==> src/rtl/fwb_master.sv <==
// Passive Wishbone pipelined-master protocol monitor: counts requests/responses
// and raises sticky fault flags when the master or slave breaks bus rules.
module fwb_master #(
  parameter int unsigned AW                   = 32,
  parameter int unsigned DW                   = 32,
  parameter int unsigned F_LGDEPTH            = 4,
  parameter int unsigned F_MAX_STALL          = 0,
  parameter int unsigned F_MAX_ACK_DELAY      = 0,
  parameter int unsigned F_OPT_RMW_BUS_OPTION = 1,
  parameter int unsigned F_OPT_DISCONTINUOUS  = 0
) (
  input  logic                 i_clk,
  input  logic                 i_reset,
  input  logic                 i_wb_cyc,
  input  logic                 i_wb_stb,
  input  logic                 i_wb_we,
  input  logic [AW-1:0]        i_wb_addr,
  input  logic [DW-1:0]        i_wb_data,
  input  logic [DW/8-1:0]      i_wb_sel,
  input  logic                 i_wb_ack,
  input  logic                 i_wb_stall,
  input  logic [DW-1:0]        i_wb_idata,
  input  logic                 i_wb_err,
  output logic [F_LGDEPTH-1:0] f_nreqs,
  output logic [F_LGDEPTH-1:0] f_nacks,
  output logic [F_LGDEPTH-1:0] f_outstanding,
  output logic                 o_mfault,
  output logic                 o_sfault
);

  logic                 accept, resp;
  logic                 mviol, sviol;
  logic [F_LGDEPTH-1:0] nreqs = '0;
  logic [F_LGDEPTH-1:0] nacks = '0;
  logic [31:0]          stall_cnt = '0;
  logic [31:0]          ackwait_cnt = '0;
  logic                 mfault = 1'b0;
  logic                 sfault = 1'b0;

  logic                 past_reset = 1'b0;
  logic                 past_cyc = 1'b0;
  logic                 past_stb = 1'b0;
  logic                 past_stall = 1'b0;
  logic                 past_we = 1'b0;
  logic                 past_cyc_err = 1'b0;
  logic [AW-1:0]        past_addr = '0;
  logic [DW-1:0]        past_data = '0;
  logic [DW/8-1:0]      past_sel = '0;
  logic                 had_stb = 1'b0;
  logic                 stb_fell = 1'b0;
  logic                 req_seen = 1'b0;
  logic                 req_we = 1'b0;
  logic                 past_stalled;

  logic unused_idata;
  assign unused_idata = ^i_wb_idata;

  assign accept       = i_wb_cyc && i_wb_stb && !i_wb_stall;
  assign resp         = i_wb_cyc && (i_wb_ack || i_wb_err);
  assign past_stalled = past_cyc && past_stb && past_stall && !past_reset;

  assign f_nreqs  = nreqs;
  assign f_nacks  = nacks;
  assign o_mfault = mfault;
  assign o_sfault = sfault;

  always_comb begin
    f_outstanding = '0;
    if (i_wb_cyc)
      f_outstanding = nreqs - nacks;
  end

  always_comb begin
    mviol = 1'b0;
    if (i_wb_stb && !i_wb_cyc)
      mviol = 1'b1;
    if (past_reset && (i_wb_cyc || i_wb_stb))
      mviol = 1'b1;
    if (past_stalled) begin
      if (!i_wb_stb || (i_wb_addr != past_addr) || (i_wb_we != past_we)
          || (i_wb_sel != past_sel))
        mviol = 1'b1;
      if (past_we && (i_wb_data != past_data))
        mviol = 1'b1;
    end
    if (i_wb_cyc && i_wb_stb && req_seen && (i_wb_we != req_we))
      mviol = 1'b1;
    if ((F_OPT_DISCONTINUOUS == 0) && i_wb_cyc && i_wb_stb && stb_fell)
      mviol = 1'b1;
    if ((F_OPT_RMW_BUS_OPTION == 0) && past_cyc_err && !past_reset && i_wb_cyc)
      mviol = 1'b1;
    if (nreqs == '1)
      mviol = 1'b1;
  end

  always_comb begin
    sviol = 1'b0;
    if (past_reset && (i_wb_ack || i_wb_err))
      sviol = 1'b1;
    if (i_wb_ack && i_wb_err)
      sviol = 1'b1;
    if (!past_cyc && (i_wb_ack || i_wb_err))
      sviol = 1'b1;
    if (resp && (f_outstanding == '0))
      sviol = 1'b1;
    if (nacks > nreqs)
      sviol = 1'b1;
    if ((F_MAX_STALL > 0) && (stall_cnt > F_MAX_STALL))
      sviol = 1'b1;
    if ((F_MAX_ACK_DELAY > 0) && (ackwait_cnt > F_MAX_ACK_DELAY))
      sviol = 1'b1;
  end

  always_ff @(posedge i_clk) begin
    past_reset   <= i_reset;
    past_cyc     <= i_wb_cyc;
    past_stb     <= i_wb_stb;
    past_stall   <= i_wb_stall;
    past_we      <= i_wb_we;
    past_cyc_err <= i_wb_cyc && i_wb_err;
    past_addr    <= i_wb_addr;
    past_data    <= i_wb_data;
    past_sel     <= i_wb_sel;

    if (i_reset || !i_wb_cyc || i_wb_err) begin
      nreqs <= '0;
      nacks <= '0;
    end else begin
      nreqs <= nreqs + F_LGDEPTH'(accept);
      nacks <= nacks + F_LGDEPTH'(resp);
    end

    if (i_reset || !i_wb_cyc || !i_wb_stb || !i_wb_stall)
      stall_cnt <= '0;
    else
      stall_cnt <= stall_cnt + 32'd1;

    if (i_reset || !i_wb_cyc || i_wb_stb || resp || (f_outstanding == '0))
      ackwait_cnt <= '0;
    else
      ackwait_cnt <= ackwait_cnt + 32'd1;

    // had_stb/stb_fell track whether STB has already dropped inside this CYC
    had_stb  <= !i_reset && i_wb_cyc && (had_stb || i_wb_stb);
    stb_fell <= !i_reset && i_wb_cyc && (stb_fell || (had_stb && !i_wb_stb));
    req_seen <= !i_reset && i_wb_cyc && (req_seen || i_wb_stb);
    if (i_wb_stb)
      req_we <= i_wb_we;

    if (i_reset) begin
      mfault <= 1'b0;
      sfault <= 1'b0;
    end else begin
      mfault <= mfault || mviol;
      sfault <= sfault || sviol;
    end
  end

`ifdef FORMAL
  always_ff @(posedge i_clk) begin
    if (!i_reset) begin
      assert (!mviol);
      assume (!sviol);
    end
  end
`endif

endmodule

==> config.mk <==
export PLATFORM = sky130hd
export DESIGN_NAME = fwb_master
export DESIGN_NICKNAME = d
export VERILOG_FILES = /design/src/rtl/fwb_master.sv
export SDC_FILE = /design/constraint.sdc
export NUM_CORES = 1
export LEC_CHECK = 0
export ABC_AREA = 1
export BUFFER_PORTS_ARGS = -buffer_cell sky130_fd_sc_hd__buf_4
export CAP_MARGIN = 20
export CORE_MARGIN = 5
export CORE_UTILIZATION = 44
export DETAILED_ROUTE_END_ITERATION = 12
export GPL_ROUTABILITY_DRIVEN = 0
export PLACE_DENSITY = 0.8
export SKIP_LAST_GASP = 1
export SLEW_MARGIN = 20
export SYNTH_ARGS = -nofsm -noshare
export SYNTH_HDL_FRONTEND = slang
export SYNTH_SLANG_ARGS = --single-unit
==> constraint.sdc <==
create_clock -name i_clk -period 1.46 [get_ports i_clk]
set_clock_uncertainty 0.1 [all_clocks]
set_input_delay 0.219 -clock i_clk [delete_from_list [all_inputs] [get_ports i_clk]]
set_output_delay 0.219 -clock i_clk [all_outputs]
set_load 0.005 [all_outputs]
# ---- Yosys cells after proc, flatten, opt, wreduce, memory -nomap -nowiden
# Cells that the tools add are included.
# Widths: inputs -> output; s select.
dict set report totals {
  ff_bits 87
  in_bits 108
  out_inout_bits 14
  wordCells 80
}
dict set report classes {
  addsub 3
  magnitude_cmp 1
  n_eq_ne 6
  muxes 14
  reduce_logical 40
}
# operator n
set ops {}
lappend ops {{$ne 32x32->1} 2}
lappend ops {{$logic_and 1x1->1} 21}
lappend ops {{$mux 1} 13}
lappend ops {{$logic_or 1x1->1} 12}
lappend ops {{$add 4x1->4} 2}
lappend ops {{$logic_not 1->1} 6}
lappend ops {{$eq 4x4->1 const B} 1}
lappend ops {{$gt 4x4->1} 1}
lappend ops {{$logic_not 4->1} 1}
lappend ops {{$mux 4} 1}
lappend ops {{$ne 4x4->1} 1}
lappend ops {{$sub 4x4->4} 1}
lappend ops {{$ne 1x1->1} 2}

# ---- Longest topological paths before layout
dict set report logic_depth {
  ltp_word 11
  depth_mapped 12
  mapped_depth_nobuf 12
}

# ---- Worst setup path before layout
# OpenSTA, ideal clock, no wires.
dict set report synth_path {
  path_type {register -> register}
  start {reg nreqs[0], in the netlist f_nreqs[0]}
  end {reg sfault, in the netlist o_sfault}
  arrival_ps 1494
  required_ps 1286
  setup_slack_ps -208
  path_stages_with_launch 10
  synth_period_minus_slack_ps 1668
  cell_sequence {dfxtp_1 > inv_1 > ha_1 > inv_1 > fa_1 > o21ai_0 > a21oi_1 > nor3_1 > nand3_1 > a31oi_1}
}
dict set report synth_via {
  elab_chain_len 7
  word_cells_on_any_way 8
}
# item line_no
set synth_lines {}
lappend synth_lines {{from (decl)} 33} ;# logic [F_LGDEPTH-1:0] nreqs = '0;
lappend synth_lines {{from (signal assigned)} 129} ;# nreqs <= nreqs + F_LGDEPTH'(accept);
lappend synth_lines {{$sub 4x4->4} 70} ;# f_outstanding = nreqs - nacks;
lappend synth_lines {{$mux 4} 69} ;# if (i_wb_cyc)
lappend synth_lines {{named net f_outstanding[2]} 26} ;# output logic [F_LGDEPTH-1:0] f_outstanding,
lappend synth_lines {{$logic_not 4->1} n/a}
lappend synth_lines {{$logic_and 1x1->1} 104} ;# if (resp && (f_outstanding == '0))
lappend synth_lines {{$mux 1} 104}
lappend synth_lines {{$mux 1} 106} ;# if (nacks > nreqs)
lappend synth_lines {{$logic_or 1x1->1} 155} ;# sfault <= sfault || sviol;
lappend synth_lines {{to (signal assigned)} 155}
lappend synth_lines {{to (decl)} 38} ;# logic sfault = 1'b0;
# The timed path passes the listed nets, and every way through them passes these cells.
# A chain may end at the register's enable or synchronous reset.

# ---- Final worst setup path
dict set report layout_path {
  start {reg nreqs[1], in the netlist f_nreqs[1]}
  end {out f_outstanding[3]}
}
dict set report layout_via {
  elab_chain_len 2
}
# item line_no
set layout_lines {}
lappend layout_lines {{$sub 4x4->4} 70}
lappend layout_lines {{$mux 4} 69}
lappend layout_lines {{to (decl)} 26}
# Every way passes these cells.

==> results.md <==
* Status: finished, violations left
* Failing checks: setup timing
* Sequential element share of the synthesized area at roughly 52%
* H-tree levels at 3
* Routed Wire Length at 8.639 mm
* CTS Sinks at a little under 90
* Post-synthesis mux area share at 0%
* Core Area at 7331 sq um
* TritonCTS Buffers at 9
* Crit Path Max Fanout at 3
* Width of the chip at between 90 and 100 microns
* Row count at 31
* Hold WC Path Type: in -> reg
* Reg2Reg Setup Slack at -340 ps
* Number of synthesized flops with an enable pin at 1
* Syn Inst Count at 419
* Initial DRC Count at 58
* Pleak at 2.601 nW
* Ys Warns at 0
* Data required time of the worst path at between 1000 and 1500 ps
* Total track usage at between 10% and 20%
* Clock Root Buffer: clkbuf_8
* Top post-synthesis cells by area: dfxtp_1 (51%), nand2_1 (13%), inv_1 (7.8%)
* Final Hold Vio Count at 0
* Remaining DRCs at 0
* Worst setup path end: f_outstanding[3]
* Largest net degree at the start of global routing at 15
* Main combinational cell family by area after synthesis: simple AND/OR/NAND/NOR gates
* Data arrival, critical path at 1640 ps
* XOR/XNOR Fraction of Synth Area at under 10%
* PnR worst setup slack at -497.3 ps
* Hold Slack at 22.00 ps
* Crit end category: primary output
* DR vias at roughly 3,100
* Simple-gate area share of the yosys netlist at 21.85%
* Vias in the first global route at between 3,000 and 4,000
* CP Class: reg -> out
* Post-Synthesis Cell Area at 3356 sq um
* Initial Utilization at 45.78%
* Top FF cell, synth: dfxtp_1
* NumNets Final at ~720
* Setup violation total in the final timing report at 5
* Final TNS setup at -1777 ps
* Fmax at 510.9 MHz
* Worst R2R Start: f_nreqs[0]$_SDFF_PP0_
* Post-synth top area cell: dfxtp_1
* Post-synthesis register bit count at 87
* Pre-Repair DR Iteration Count at 4
* ANT nets after route at 0
* Unique masters post-synth at 23
* Die height at 97.33 microns
* Grt ovf at 0
* Post-synthesis compound-gate area fraction at 4.996%
* DP Cell Count at 614
* Vias per cell at 4.405
* RSZ-0062 raised after global routing: yes
* Hold path depth at 1
* Final HPWL DP at 5.491 mm
* I/O pin count at 122
* Antenna fix cells at 0
* Share of cells above drive strength 1 at between 20% and 30%
* Share of synthesized registers carrying an async set or reset at 0%
* Maxcap violations at 0
* CTS tree: yes
* Clock Path Buffers at 2
* Clock-pin slew on the worst setup and hold paths at 90 ps
* FF-to-FF path depth at 8
* Non-filler instance count after layout at 703
* Crit Reg-Reg Endpoint: o_sfault$_SDFF_PP0_
* Worst slew margin at 81.46%
* Startpoint types: register
* Avg Inst Size Synth at about 8 sq um
* VDD IR max at 0.6308 mV
* Yosys top cell area share at 51.30%
* Crit. Startpoint: f_nreqs[1]$_SDFF_PP0_
* P&R area growth vs syn at 57.72%
* PortBufs at 89
* Synth Area in Adders at 3.579%
* Net Count, Synth at 536
* Final Max Slew Viols at 0
* Fin crit period at roughly 2000 ps
* Slew at the pin with the worst max-slew slack at 278.1 ps
* DIE AREA at 9473 sq um
* Period utilization at 134.1%
* Pwr/cell area at between 900 and 1000 nW/um^2
* Initial antenna violation count at 0
* DR WL/cell at between 10 and 15 microns
* First-pass GRT wire length at 13.99 mm
* Worst skew pair latency at 340 ps
registers in the layout (all words and copies together), names as in the netlist:
name	flops
f_nacks	4
f_nreqs	4
had_stb	1
o_mfault	1
o_sfault	1
past_addr	32
past_cyc	1
past_data	32
past_reset	1
past_sel	4
past_stall	1
past_stb	1
past_we	1
req_seen	1
req_we	1
stb_fell	1
worst max-delay path, cell delays in order, from the launching register on:
cell      delay (ps)
dfxtp_1          420
ha_1             270
nand3_1          110
nand2_2           70
nor2_1           110
nand3b_1         150
inv_1             50
buf_4            130
metrics by stage:
stage	area [sq um]	power, mW	setup slack (ps)	utilization (%)
6_report	5293	5.000	-497.3	72.20
5_1_grt	5293	5.248	-584.1	72.20
4_1_cts	5202	5.001	-478.7	70.97
3_5_place_dp	4217	3.113	-150.7	57.52
3_3_place_gp	4217	3.086	-107.4	57.52
2_1_floorplan	3379	2.854	-83.89	-
cell usage in the layout (no fill, tap or decap), types with 4 or more instances in the layout:
cell type,instances
dfxtp_1,72
dlygate4sd3_1,69
nor2_1,45
dlymetal6s4s_1,4
nand2_1,110
nor2_2,10
a21oi_1,9
xor2_1,7
nand3_1,8
dfxtp_2,14
ha_1,6
clkbuf_8,9
o21ai_0,11
xnor2_1,24
inv_2,7
inv_1,63
buf_4,97
layer usage:
layer | wire length [microns] | part of all wire (%) | track usage [%] | vias to the layer above
li1 | - | - | - | 1613
met1 | 3294 | 38 | 18.42 | 1387
met2 | 4646 | 54 | 33.97 | 75
met3 | 438 | 5.1 | 5.240 | 22
met4 | 259 | 3.0 | 6.816 | 0
met5 | 0 | 0 | 0 | -
cell families (layout without fill, tap and decap cells):
logic type               after synthesis  in the layout
buffers and inverters                 72            257
flip-flops                            87             87
adder cells (fa/ha/maj)                9              9
XOR/XNOR                              34             34
AND/OR/NAND/NOR                      186            186
AO/OA/AOI/OAI                         31             31
power breakdown:
part           switching [mW]  internal (mW)  leakage [nW]
Clock                   0.794          0.954        0.0994
Sequential             0.0580           2.50         0.734
Combinational           0.278          0.418          1.77
cells in the mapped netlist (2+ instances only):
cell type / count
a21oi_1: 12
buf_6: 2
dfxtp_1: 86
ha_1: 8
inv_1: 70
nand2_1: 113
nand3_1: 8
nor2_1: 56
nor3_1: 3
o211ai_1: 2
o21ai_0: 14
or2_2: 2
xnor2_1: 27
xor2_1: 7
worst min-delay path by stage:
| stage | start | end | slack (ps) |
|---|---|---|---|
| 2_1_floorplan | i_wb_addr[0] | past_addr[0]$_DFF_P_ | 150 |
| 3_3_place_gp | i_wb_sel[1] | past_sel[1]$_DFF_P_ | 230 |
| 3_5_place_dp | i_wb_addr[29] | past_addr[29]$_DFF_P_ | 230 |
| 4_1_cts | i_wb_cyc | past_cyc$_DFF_P_ | -40 |
| 5_1_grt | i_wb_stb | req_we$_DFFE_PP_ | 3 |
| 6_report | i_wb_addr[26] | past_addr[26]$_DFF_P_ | 20 |
area by class of cell:
type / instances / area [sq um]
clock inverters: 4 / 72.57
inverters: 70 / 262.8
multi-input cells: 260 / 1441
repair buffers: 172 / 1491
well taps: 99 / 123.9
clock buffers: 11 / 131.4
flip-flops and latches: 87 / 1769
fillers: 532 / 2038
what timing repair did:
item / 4_1_cts / 5_1_grt
hold buffers: 72 / 1
buffers inserted: 3 / 2
resized for setup: 8 / 41
endpoints found under the setup margin: 5 / 6
pin swaps: 5 / 27
hold endpoints to repair: 76 / 1
Power figures use the tool's default switching activity.
